===== src/rtl/score_bcd_encoder.sv =====
// Sequential binary-to-BCD encoder (shift-and-add-3) for the score display path.
// The result registers only change on the done edge, so the display never sees partial values.
module score_bcd_encoder #(
  parameter int WIDTH  = 10,
  parameter int DIGITS = 4
) (
  input  logic                  clk,
  input  logic                  clr,
  input  logic                  start,
  input  logic [WIDTH-1:0]      bin,
  output logic                  busy,
  output logic                  done,
  output logic [4*DIGITS-1:0]   bcd,
  output logic                  overflow
);

  localparam int CW = $clog2(WIDTH + 1);
  localparam int WW = 4 * (DIGITS + 1);

  typedef enum logic [1:0] {
    IDLE  = 2'd0,
    SHIFT = 2'd1,
    DONE  = 2'd2
  } state_e;

  state_e                state_q, state_d;
  logic [WIDTH-1:0]      bin_q, bin_d;
  logic [WW-1:0]         work_q, work_d;
  logic [CW-1:0]         cnt_q, cnt_d;
  logic                  lost_q, lost_d;
  logic                  busy_q, busy_d;
  logic                  done_q, done_d;
  logic [4*DIGITS-1:0]   bcd_q, bcd_d;
  logic                  ovf_q, ovf_d;
  logic [WW-1:0]         adj;
  logic [WW+WIDTH-1:0]   shifted;

  function automatic logic [WW-1:0] add3_digits(input logic [WW-1:0] w);
    logic [WW-1:0] r;
    r = w;
    for (int i = 0; i < DIGITS + 1; i++) begin
      if (w[4*i +: 4] >= 4'd5) begin
        r[4*i +: 4] = w[4*i +: 4] + 4'd3;
      end else begin
        r[4*i +: 4] = w[4*i +: 4];
      end
    end
    return r;
  endfunction

  always_ff @(posedge clk) begin
    if (!clr) begin
      state_q <= IDLE;
      bin_q   <= '0;
      work_q  <= '0;
      cnt_q   <= '0;
      lost_q  <= 1'b0;
      busy_q  <= 1'b0;
      done_q  <= 1'b0;
      bcd_q   <= '0;
      ovf_q   <= 1'b0;
    end else begin
      state_q <= state_d;
      bin_q   <= bin_d;
      work_q  <= work_d;
      cnt_q   <= cnt_d;
      lost_q  <= lost_d;
      busy_q  <= busy_d;
      done_q  <= done_d;
      bcd_q   <= bcd_d;
      ovf_q   <= ovf_d;
    end
  end

  always_comb begin
    state_d = state_q;
    case (state_q)
      IDLE: begin
        if (start) state_d = SHIFT;
        else       state_d = IDLE;
      end
      SHIFT: begin
        if (cnt_q == CW'(1)) state_d = DONE;
        else                 state_d = SHIFT;
      end
      DONE:    state_d = IDLE;
      default: state_d = IDLE;
    endcase
  end

  always_comb begin
    bin_d   = bin_q;
    work_d  = work_q;
    cnt_d   = cnt_q;
    lost_d  = lost_q;
    bcd_d   = bcd_q;
    ovf_d   = ovf_q;
    done_d  = 1'b0;
    busy_d  = (state_d != IDLE);
    adj     = add3_digits(work_q);
    shifted = {adj, bin_q} << 1;
    case (state_q)
      IDLE: begin
        if (start) begin
          bin_d  = bin;
          work_d = '0;
          cnt_d  = CW'(WIDTH);
          lost_d = 1'b0;
        end else begin
          bin_d  = bin_q;
        end
      end
      SHIFT: begin
        {work_d, bin_d} = shifted;
        cnt_d  = cnt_q - CW'(1);
        // A bit pushed out of the extra digit also means the value exceeded the display range.
        lost_d = lost_q | adj[WW-1];
        if (cnt_q == CW'(1)) begin
          ovf_d  = lost_d || (work_d[WW-1 -: 4] != 4'd0);
          bcd_d  = ovf_d ? {DIGITS{4'h9}} : work_d[4*DIGITS-1:0];
          done_d = 1'b1;
        end else begin
          done_d = 1'b0;
        end
      end
      DONE:    done_d = 1'b0;
      default: done_d = 1'b0;
    endcase
  end

  assign busy     = busy_q;
  assign done     = done_q;
  assign bcd      = bcd_q;
  assign overflow = ovf_q;

endmodule


===== config.mk =====
export PLATFORM = sky130hd
export DESIGN_NAME = score_bcd_encoder
export DESIGN_NICKNAME = d
export VERILOG_FILES = /design/src/rtl/score_bcd_encoder.sv
export SDC_FILE = /design/constraint.sdc
export NUM_CORES = 1
export LEC_CHECK = 0
export ABC_AREA = 1
export CAP_MARGIN = 20
export CORE_MARGIN = 2
export CORE_UTILIZATION = 62
export CTS_BUF_LIST = sky130_fd_sc_hd__clkbuf_8
export CTS_CLUSTER_SIZE = 16
export DETAILED_ROUTE_END_ITERATION = 16
export GPL_ROUTABILITY_DRIVEN = 0
export PLACE_DENSITY = 0.88
export SETUP_SLACK_MARGIN = 0.5
export SKIP_CTS_REPAIR_TIMING = 1
export SLEW_MARGIN = 20
export SYNTH_ARGS = -nofsm -noshare
export SYNTH_HDL_FRONTEND = slang
export SYNTH_SLANG_ARGS = --single-unit

===== constraint.sdc =====
create_clock -name clk -period 3.5 [get_ports clk]
set_clock_uncertainty 0.15 [all_clocks]
set_input_delay 0.525 -clock clk [delete_from_list [all_inputs] [get_ports clk]]
set_output_delay 0.525 -clock clk [all_outputs]
set_load 0.005 [all_outputs]

==> results.sh, run 1 <==
export IMPL_grt_overflow=0
export IMPL_clock_latency_ns=0.31
export IMPL_slew_violations=0
export IMPL_drt_initial_drc_count=156
export IMPL_drive_above_1_share_pct=4.08
export IMPL_synth_common_cells="nand2_1, dfxtp_1, a21oi_1"
export IMPL_drc=0
export IMPL_syn_instance_count=366
export IMPL_synthFlopType="dfxtp_1"
export IMPL_cpMostUsedCell="nor2_1"
export IMPL_rows=23
export IMPL_die_x_um=69.3
export IMPL_vdd_drop_max_uv=238
export IMPL_cts_max_level=2
export IMPL_hp_class="flip-flop to flip-flop"
export IMPL_ys_seq_area_share_pct=42.4
export IMPL_wirelength_um=5450
export IMPL_synth_distinct_cells=24
export IMPL_synthArstFlopShare_pct=0
export IMPL_yosys_cell_count_top_type="nand2_1"
export IMPL_cp_top_family="simple AND/OR/NAND/NOR gates"
export IMPL_fin_crit_ns=2.33
export IMPL_syn_nets=391
export IMPL_numPortBuffers=31
export IMPL_cp_data_required_time_ns=3.56
export IMPL_slowest_delay_ns=0.61
export IMPL_slowest_stage="nor2_1"
export IMPL_rsz0062_at_grt="false"
export IMPL_initial_core_util_pct=65.1
export IMPL_antenna_found_initial=0
export IMPL_ys_seq_elements=56
export IMPL_via_per_inst=5.51
export IMPL_syn2layout_area_growth_pct=15.7
export IMPL_yosys_top_cells_area="dfxtp_1, nand2_1, a21oi_1"
export IMPL_finalCritPeriodShare_pct=66.6
export IMPL_synth_area_per_cell_um2=7.22
export IMPL_critPathKind="flip-flop to flip-flop"
export IMPL_finalHoldViolCount=0
export IMPL_ys_warn_count=0
export IMPL_timing_critical_path_buf_inv=1
export IMPL_cp_end_kind="flip-flop"
export IMPL_core_area_um2=4060
export IMPL_wire_per_inst_um=12.3
export IMPL_synth_edf_count=0
export IMPL_cts_root_buf="clkbuf_8"
export IMPL_synth_top_area_share_pct=42.4
export IMPL_clock_sinks=56
export IMPL_fin_setup_tns_ns=0
export IMPL_crit_arrival_ns=2.39
export IMPL_max_freq_mhz=429
export IMPL_critPathMaxFanout=13
export IMPL_crit_chain="inv_2 -> nand2_1 -> nor2_1 -> nand2_1 -> nor2_4 -> nand3_4 -> nor2_1 -> nor2_1"
export IMPL_yosys_area_top_type="dfxtp_1"
export IMPL_outcome="finished, final reports clean"
export IMPL_worst_slew_pin_slew_ns=0.983
export IMPL_grt_max_degree=38
export IMPL_io_pins=32
export IMPL_grt_pass1_wl_um=9690
export IMPL_clk_path_buf_depth=2
export IMPL_grt_usage_pct=24.0
export IMPL_syn_area_um2=2640
export IMPL_dp_hpwl_um=3740
export IMPL_total_leakage_power_uw=0.00123
export IMPL_grt_pass1_vias=2278
export IMPL_dieArea_um2=4800
export IMPL_firstDrtPassIters=4
export IMPL_dieHeight_um=69.3
export IMPL_vias=2436
export IMPL_finalCoreUtilization_pct=75.3
export IMPL_drtAntennaViolNets=0
export IMPL_nets=416
export IMPL_fillers=314
export IMPL_whs_ns=0.311
export IMPL_antenna_cells=0
export IMPL_start_kind="flip-flop"
export IMPL_cap_violations=0
export IMPL_relSlewSlack_pct=34.4
export IMPL_setup_viol=0
export IMPL_clk_pin_slew_ns=0.09
export IMPL_numCtsBuffers=5
export IMPL_cts_tree="done"
export IMPL_power_density_nw_per_um2=371
## path summary, 6_finish.rpt
kind / from / to / slack (ns) / depth (start not counted)
min: bin_q[2]$_SDFFE_PN0P_ / bin_q[3]$_SDFFE_PN0P_ / 0.31 / 2
max reg2reg: state_q[1]$_SDFF_PN0_ / bcd[3]$_SDFFE_PN0P_ / 1.17 / 8
min reg2reg: bin_q[2]$_SDFFE_PN0P_ / bin_q[3]$_SDFFE_PN0P_ / 0.31 / 2
max: state_q[1]$_SDFF_PN0_ / bcd[3]$_SDFFE_PN0P_ / 1.17 / 8
## flip-flops by register name (all words and copies together), names as in the netlist
signal,cells
state_q,2
busy,1
done,1
bin_q,10
work_q,20
lost_q,1
overflow,1
bcd,16
cnt_q,4
## worst min-delay path, delay by kind of cell, from the launching register on
kind	cells	cell delay, ns
flip-flops	1	0.32
AND/OR/NAND/NOR	1	0.06
AO/OA/AOI/OAI	1	0.05
## cell usage in the layout, fill, tap and decap left out, drive strengths merged, types with 3 or more instances in the layout
cell / synthesis / layout
nand3: 12 / 12
nand2: 94 / 94
nor2: 30 / 30
a21oi: 51 / 51
clkbuf: 9 / 6
o21a: 3 / 3
dfxtp: 56 / 56
o21ai: 36 / 36
ha: 12 / 12
clkdlybuf4s50: 0 / 31
nand4: 10 / 10
xor2: 5 / 5
inv: 38 / 40
## cell type report
class / count / area (µm²) / share of cell area (%)
Tap cell: 50 / 62.6 / 2.05
Clock buffer: 6 / 82.6 / 2.70
Inverter: 39 / 146 / 4.79
Multi-Input combinational cell: 257 / 1320 / 43.1
Sequential cell: 56 / 1120 / 36.7
Clock inverter: 2 / 7.51 / 0.246
Timing Repair Buffer: 32 / 318 / 10.4
## metal layers
layer,vias up,track usage (%),part of all wire (%)
met5,-,0,0
met2,45,40.7,50
met4,0,9.37,1.6
li1,1251,-,-
met1,1130,30.6,44
met3,10,3.92,4.4
## through the flow
stage	power [µW]	cells	cell area, µm²	worst slack [ns]
finish	1130	442	3060	1.17
global route	1180	442	3060	0.893
CTS	1140	442	3060	1.15
detailed placement	794	434	2970	0.860
global placement	792	434	2970	0.968
floorplan	756	366	2640	1.84
## power breakdown
part	internal [µW]	total [µW]	switching, µW	leakage [µW]
logic	42.1	108	65.8	0.000718
clock network	156	355	199	0.0000538
registers	659	671	12.1	0.000455
total	857	1130	277	0.00123
## kinds of logic after synthesis
logic type,share of synthesized area [%]
adders and majority gates,5.68
DFF,42.4
and+or+nand+nor,24.3
AOI/OAI and AO/OA,18.2
xor gates and xnor gates,1.66
buffers and inverters,7.67
Note: power is estimated with default switching activity, not from simulation.
==> inputs of run 2 (changes only) <==
Settings changed: CORE_UTILIZATION 62 to 52, PLACE_DENSITY 0.88 to 0.79.
Clock period 3.5 ns to 1.93 ns, I/O delays scaled along.
==> results.sh, run 2 (synthesized netlist as in run 1, its figures left out) <==
export IMPL_antenna_found_initial=0
export IMPL_multiInputGateArea_um2=1800
export IMPL_core_area_um2=4820
export IMPL_reg2regPathDepth=12
export IMPL_fin_area_um2=4130
export IMPL_numCtsBuffers=5
export IMPL_r2r_slack_ns=0.08
export IMPL_rows=25
export IMPL_hold_depth=2
export IMPL_clock_sinks=56
export IMPL_startpoint="work_q[17]$_SDFFE_PN0P_"
export IMPL_wire_per_inst_um=18.4
export IMPL_fin_crit_ns=1.85
export IMPL_post_place_ws_ns=0.200
export IMPL_slowest_stage="dfxtp_4"
export IMPL_vdd_drop_max_uv=435
export IMPL_drive_above_1_share_pct=42.4
export IMPL_use_met1_pct=28.2
export IMPL_antenna_cells=0
export IMPL_max_freq_mhz=541
export IMPL_via_per_inst=5.86
export IMPL_numPortBuffers=31
export IMPL_clk_path_buf_depth=2
export IMPL_nets=463
export IMPL_dieArea_um2=5670
export IMPL_clock_latency_ns=0.32
export IMPL_crit_chain="inv_4 -> ha_4 -> inv_4 -> nand2_4 -> nand2_1 -> nand2_1 -> nor2_2 -> nor2_4 -> buf_12 -> nand3_4 -> o21ai_2 -> inv_1"
export IMPL_setup_viol=0
export IMPL_final_common_cell="nand2_1"
export IMPL_grt_util_met3_pct=4.69
export IMPL_grt_pass1_vias=2140
export IMPL_drtAntennaViolNets=0
export IMPL_total_leakage_power_uw=0.00198
export IMPL_io_pins=32
export IMPL_slew_violations=0
export IMPL_firstDrtPassIters=4
export IMPL_seqCellArea_um2=1170
export IMPL_drc=0
export IMPL_slowest_delay_ns=0.38
export IMPL_fillers=254
export IMPL_clk_pin_slew_ns=0.11
export IMPL_die_x_um=75.3
export IMPL_hp_class="flip-flop to flip-flop"
export IMPL_stdcell_count=506
export IMPL_critPathKind="flip-flop to flip-flop"
export IMPL_start_kind="flip-flop"
export IMPL_rsz0062_at_grt="true"
export IMPL_drt_initial_drc_count=204
export IMPL_cap_violations=0
export IMPL_cp_data_required_time_ns=2.00
export IMPL_largest_reg_flops=20
export IMPL_wirelength_um=9320
export IMPL_crit_arrival_ns=1.92
export IMPL_relSlewSlack_pct=70.7
export IMPL_whs_ns=0.317
export IMPL_power_density_nw_per_um2=565
export IMPL_critPathMaxFanout=10
export IMPL_hp_start="bin_q[2]$_SDFFE_PN0P_"
export IMPL_finalCritPeriodShare_pct=95.7
export IMPL_cts_tree="done"
export IMPL_fin_setup_tns_ns=0
export IMPL_layout_common_cells="nand2_1, dfxtp_1, buf_4, a21oi_1, o21ai_0"
export IMPL_cp_end_kind="flip-flop"
export IMPL_dieHeight_um=75.3
export IMPL_grt_overflow=0
export IMPL_vias=2964
export IMPL_largest_register="work_q"
export IMPL_grt_max_degree=25
export IMPL_cts_root_buf="clkbuf_8"
export IMPL_grt_usage_pct=21.8
export IMPL_initial_core_util_pct=54.8
export IMPL_cts_max_level=2
export IMPL_worst_slew_pin_slew_ns=0.439
export IMPL_final_setup_worst_slack_ns=0.0826
export IMPL_timing_rr_start="work_q[17]$_SDFFE_PN0P_"
export IMPL_dp_hpwl_um=3980
export IMPL_grt_busiest_layer="met2"
export IMPL_syn2layout_area_growth_pct=56.4
export IMPL_dp_cells=461
export IMPL_finalHoldViolCount=0
export IMPL_grt_pass1_wl_um=9610
export IMPL_outcome="finished, final reports clean"
export IMPL_place_area_um2=3110
export IMPL_met2_usage_pct=37.5
==> run 2: cell types whose count changed in the layout (fill, tap and decap cells not counted), moves of 15 or more <==
| cell | change |
|---|---|
| nand2_1 | -29 |
| a21oi_2 | +17 |
| dfxtp_2 | +15 |
| dfxtp_1 | -22 |
| inv_1 | -18 |
| a21oi_1 | -19 |
| nand2_2 | +15 |
| clkdlybuf4s50_1 | -15 |
| buf_4 | +32 |
| dlymetal6s2s_1 | +15 |
==> run 2: final cells by class <==
| class | instances | area share, % |
|---|---|---|
| Clock buffer | 5 | 1.67 |
| Clock inverter | 3 | 0.939 |
| Inverter | 39 | 4.15 |
| Multi-Input combinational cell | 258 | 43.6 |
| Sequential cell | 56 | 28.2 |
| Tap cell | 67 | 2.03 |
| Timing Repair Buffer | 77 | 19.2 |
| Timing Repair inverter | 1 | 0.182 |
==> run 2: metrics by stage <==
stage | power [µW] | utilization, %
2_1_floorplan | 1370 | -
3_3_place_gp | 1470 | 64.5
3_5_place_dp | 1470 | 64.5
4_1_cts | 2210 | 66.8
5_1_grt | 2400 | 85.7
6_report | 2330 | 85.7
==> run 2: critical path, delay by kind of cell (launching register included) <==
family	cells	cell delay, ns
compound gates	1	0.14
fa+ha+maj	1	0.14
buf+inv	4	0.32
flops	1	0.38
simple gates	6	0.61
==> run 2: path summary, 6_finish.rpt <==
path                                               to
worst min-delay path            bin_q[3]$_SDFFE_PN0P_
worst max-delay path             bcd[15]$_SDFFE_PN0P_
worst max register to register   bcd[15]$_SDFFE_PN0P_
worst min register to register  bin_q[3]$_SDFFE_PN0P_
==> run 2: per-layer routing <==
layer | share of wire [%] | vias to the layer above
met5 | 0 | -
li1 | - | 1337
met3 | 6.3 | 45
met4 | 4.3 | 0
met1 | 37 | 1441
met2 | 52 | 141
==> run 2: power by group <==
part / leakage [µW] / internal, µW / switching, µW / total (µW)
sequential: 0.000468 / 1190 / 29.3 / 1220
combinational: 0.00145 / 154 / 189 / 343
clock: 0.0000593 / 381 / 392 / 773
